`src/rtl/count_enable_gen.sv`:
```
// Count-enable generator for a 4-bit synchronous counter: prescaled run,
// single-step and one-shot (one full 0..F pass) modes with a registered enable.
module count_enable_gen #(
    parameter int PRESCALE_W = 8
) (
    input  logic                  clk,
    input  logic                  rst,
    input  logic                  start,
    input  logic                  stop,
    input  logic                  step,
    input  logic                  one_shot,
    input  logic [PRESCALE_W-1:0] div,
    input  logic [3:0]            count_q,
    output logic                  counterEn,
    output logic                  running,
    output logic                  halted,
    output logic                  wrap
);

    typedef enum logic [1:0] {
        IDLE = 2'b00,
        RUN  = 2'b01,
        STEP = 2'b10,
        HALT = 2'b11
    } state_t;

    state_t                state, state_nxt;
    logic [PRESCALE_W-1:0] pre_cnt, pre_nxt;
    logic                  en_nxt;
    logic                  at_top;

    // count_q is the pre-increment value while counterEn is high.
    assign at_top  = (count_q == 4'hF);
    assign wrap    = counterEn & at_top;
    assign running = (state == RUN);
    assign halted  = (state == HALT);

    always_ff @(posedge clk or posedge rst) begin
        if (rst) begin
            state     <= IDLE;
            pre_cnt   <= '0;
            counterEn <= 1'b0;
        end else begin
            state     <= state_nxt;
            pre_cnt   <= pre_nxt;
            counterEn <= en_nxt;
        end
    end

    always_comb begin
        state_nxt = state;
        pre_nxt   = pre_cnt;
        en_nxt    = 1'b0;
        unique case (state)
            IDLE: begin
                if (stop) begin
                    state_nxt = IDLE;
                end else if (start) begin
                    state_nxt = RUN;
                    pre_nxt   = '0;
                end else if (step) begin
                    state_nxt = STEP;
                    en_nxt    = 1'b1;
                end
            end
            STEP: begin
                state_nxt = IDLE;
            end
            RUN: begin
                if (stop) begin
                    state_nxt = IDLE;
                end else if (one_shot && counterEn && at_top) begin
                    // The wrapping pulse is the one in flight; park afterwards.
                    state_nxt = HALT;
                    pre_nxt   = '0;
                end else if (pre_cnt >= div) begin
                    en_nxt  = 1'b1;
                    pre_nxt = '0;
                end else begin
                    pre_nxt = pre_cnt + PRESCALE_W'(1);
                end
            end
            HALT: begin
                if (stop) begin
                    state_nxt = IDLE;
                end else if (start) begin
                    state_nxt = RUN;
                    pre_nxt   = '0;
                end
            end
            default: state_nxt = IDLE;
        endcase
    end

endmodule

```
`config.mk`:
```
export PLATFORM = sky130hd
export DESIGN_NAME = count_enable_gen
export DESIGN_NICKNAME = d
export VERILOG_FILES = /design/src/rtl/count_enable_gen.sv
export SDC_FILE = /design/constraint.sdc
export NUM_CORES = 1
export LEC_CHECK = 0
export ABC_AREA = 1
export CAP_MARGIN = 0
export CORE_UTILIZATION = 55
export CTS_BUF_LIST = sky130_fd_sc_hd__clkbuf_4
export DETAILED_ROUTE_END_ITERATION = 8
export GPL_ROUTABILITY_DRIVEN = 0
export HOLD_SLACK_MARGIN = 0.06
export PLACE_DENSITY_LB_ADDON = 0.1
export SLEW_MARGIN = 15
export SYNTH_ARGS = -nofsm -noshare
export SYNTH_HDL_FRONTEND = slang
export SYNTH_SLANG_ARGS = --single-unit
```
`constraint.sdc`:
```
create_clock -name clk -period 2.4 [get_ports clk]
set_input_delay 0.24 -clock clk [delete_from_list [all_inputs] [get_ports clk]]
set_output_delay 0.24 -clock clk [all_outputs]
set_load 0.01 [all_outputs]
```
==> results.md <==
## Run status
• status: finished clean

## Clock network
• root buffer cell: clkbuf_4
• largest buffer count on any clock path: 2
• TritonCTS clock tree: done
• post-CTS setup buffer count: 0
• number of H-tree branching levels: 1
• clock-pin transition on the worst setup and hold timing paths: 70 ps
• number of instances resized during post-cts repair: 0
• later-pin clock latency in the skew report: 270 ps
• number of buffers added by the clock tree synthesis step: 3
• number of clock sinks: 11
• Hold-fix buffers, CTS: 0

## Setup path
• CP max stage delay: 570 ps
• worst path cell trace: clkdlybuf4s50_1 > nand2_1 > nor3b_1 > clkdlybuf4s50_1
• Crit Path Category: in -> out
• Data arrival, critical path: 1530 ps
• cell mode on critical path: clkdlybuf4s50_1
• maximum fanout along the worst path: 2
• data required time at the worst endpoint: 2160 ps
• family of cells with the greatest summed delay on the critical path: buffers and inverters
• register-to-register setup slack: 770 ps
• total buffers and inverters traversed by the critical path: 2
• critical path capture point type: output port
• crit path max-delay cell type: clkdlybuf4s50_1
• type of origin of the critical path: primary input

## Yosys
• top cell type by total area after synthesis: dfrtp_1
• area share of the largest cell type after synthesis: 29.5%
• sequential fraction of the synthesis area: 29.5%
• dominant cells by area after synthesis: dfrtp_1 (29%), ha_1 (16%), nand2_1 (14%)
• net count after synthesis: 165
• number of warnings issued by yosys: 0
• Syn Std Cell Area: 935 um2
• mean instance size in the synthesized netlist: 6.92 um2
• synthesis-stage register bit count: 11
• post-synthesis cell count: 135
• number of distinct standard cells referenced by the synthesized netlist: 22

## GRT
• overflow left after global routing: 0
• number of antenna violations at the first check in global routing: 0
• maximum number of pins on one net before global-route repair: 12
• number of global-route vias before repair: 909
• gr usage total: 26.0%
• first-pass GRT wire length: 3540 um

## Floorplan
• number of standard-cell rows in the floorplan: 14
• height of the chip: 43.2 um
• placeable core area: 1540 um2
• number of top-level design ports: 22
• width of the chip: 43.2 um
• Die Outline Area: 1870 um2
• initial standard-cell utilization of the core: 60.6%

## Pwr
• Cell Pwr Density: 666 nW/um2
• portion of total power attributed to sequential cells: 31.2%
• VDD IR max: 671 uV
• combinational fraction of design power: 51.6%
• clock power share: 17.2%
• Net Switching: 330 uW
• switching share of power: 41.6%
• Lkg Pwr: 0.622 nW
• Internal Pwr Total: 463 uW

## Detailed routing
• final antenna-violating net count: 0
• total number of vias: 898
• final wirelength: 1900 um
• mean number of vias per cell: 5.10
• iteration count of the initial detailed-routing pass: 4
• DRC violation total after the first TritonRoute iteration: 7
• number of remaining DRC errors: 0
• wire length per cell after detailed routing: 10.8 um

## STA
• final-report max-slew violation count: 0
• final count of hold timing violations: 0
• WHS: 270 ps
• Max transition margin: 71.9%
• worst clock skew: 5.22 ps
• Least-Margin Pin Slew: 421 ps
• post-route setup TNS: 0 ps
• Min Clock Period, post-route: 1770 ps
• min setup slack post-route: 627 ps
• maximum clock frequency: 0.564 GHz
• share of the clock period used by the worst path after layout: 73.9%
• final setup violation count: 0
• RSZ-0062 raised after global routing: no

## Layout
• number of antenna diodes: 0
• share of layout cells above drive strength 1: 5.00%
• synth-to-layout area growth: 27.4%
• fill cell count: 120
• leading cell types in the layout, fill and taps excluded: nand2_1 (35), inv_1 (27), clkdlybuf4s50_1 (21)
• nets: 191
• commonest non-fill, non-tap cell in the layout: nand2_1

## Place
• Buffers on Ports: 21
• DP Worst Slack: 524 ps
• DP HPWL: 1640 um

## Worst hold path
• path type of the worst min-delay path: in -> async

## Run
• Max Cap Viol: 0

## cell usage after synthesis, drive strengths merged
cell type,number
nand2,37
inv,27
nor2,14
ha,12
dfrtp,11
a21oi,7
nand3,6
o21ai,6
o21bai,3
nand4,2
xor2,2
a21boi,1
a21o,1
a31oi,1
and2,1
buf,1
nor3b,1
o211ai,1
o31ai,1
## metrics by stage
step                util (%)  instances  cell area (um2)  power (mW)
detailed placement      75.3        172             1160       0.664
CTS                     77.3        176             1190       0.802
global placement        75.3        172             1160       0.644
finish                  77.3        176             1190       0.793
floorplan                  -        135              935       0.541
global route            77.3        176             1190       0.878
## sequential cells by signal, indices dropped and copies added, names as in the netlist
| register | count |
|---|---|
| pre_cnt | 8 |
| counterEn | 1 |
| state | 2 |
## cell families after synthesis
family | after synthesis | share of synthesized area (%)
fa+ha+maj | 12 | 16.1
buf+inv | 28 | 12.0
flops | 11 | 29.5
simple gates | 61 | 27.3
compound gates | 21 | 13.3
xor+xnor | 2 | 1.87
## metal layers
layer	part of all wire, %	track usage [%]	vias up
li1	-	-	475
met1	42	29.4	400
met2	50	45.7	21
met3	6.6	7.23	2
met4	0.79	9.70	0
met5	0	0	-
## power groups by stage
stage	sequential, mW	clock [mW]	combinational (mW)
4_1_cts	0.247	0.140	0.414
5_1_grt	0.252	0.150	0.476
6_report	0.247	0.136	0.409
3_3_place_gp	0.250	0	0.393
3_5_place_dp	0.251	0	0.413
2_1_floorplan	0.245	0	0.296
## area by class of cell
class                      count  area (um2)  area share [%]
multi-input combinational     96         547            45.9
clock buffer                   4        30.0            2.52
inverter                      27         101            8.51
sequential                    11         275            23.1
timing repair buffer          22         218            18.3
tap                           16        20.0            1.68
## worst paths after layout
kind	end	startpoint	cells after the start
setup / recovery	wrap	count_q[2]	4
hold / removal	state[0]	rst	2
setup reg to reg	pre_cnt[6]	state[0]	10
hold reg to reg	pre_cnt[0]	pre_cnt[0]	1
max in group asynchronous	pre_cnt[2]	rst	2
min in group clk	pre_cnt[0]	pre_cnt[0]	1
Note: power is estimated with default switching activity, not from simulation.
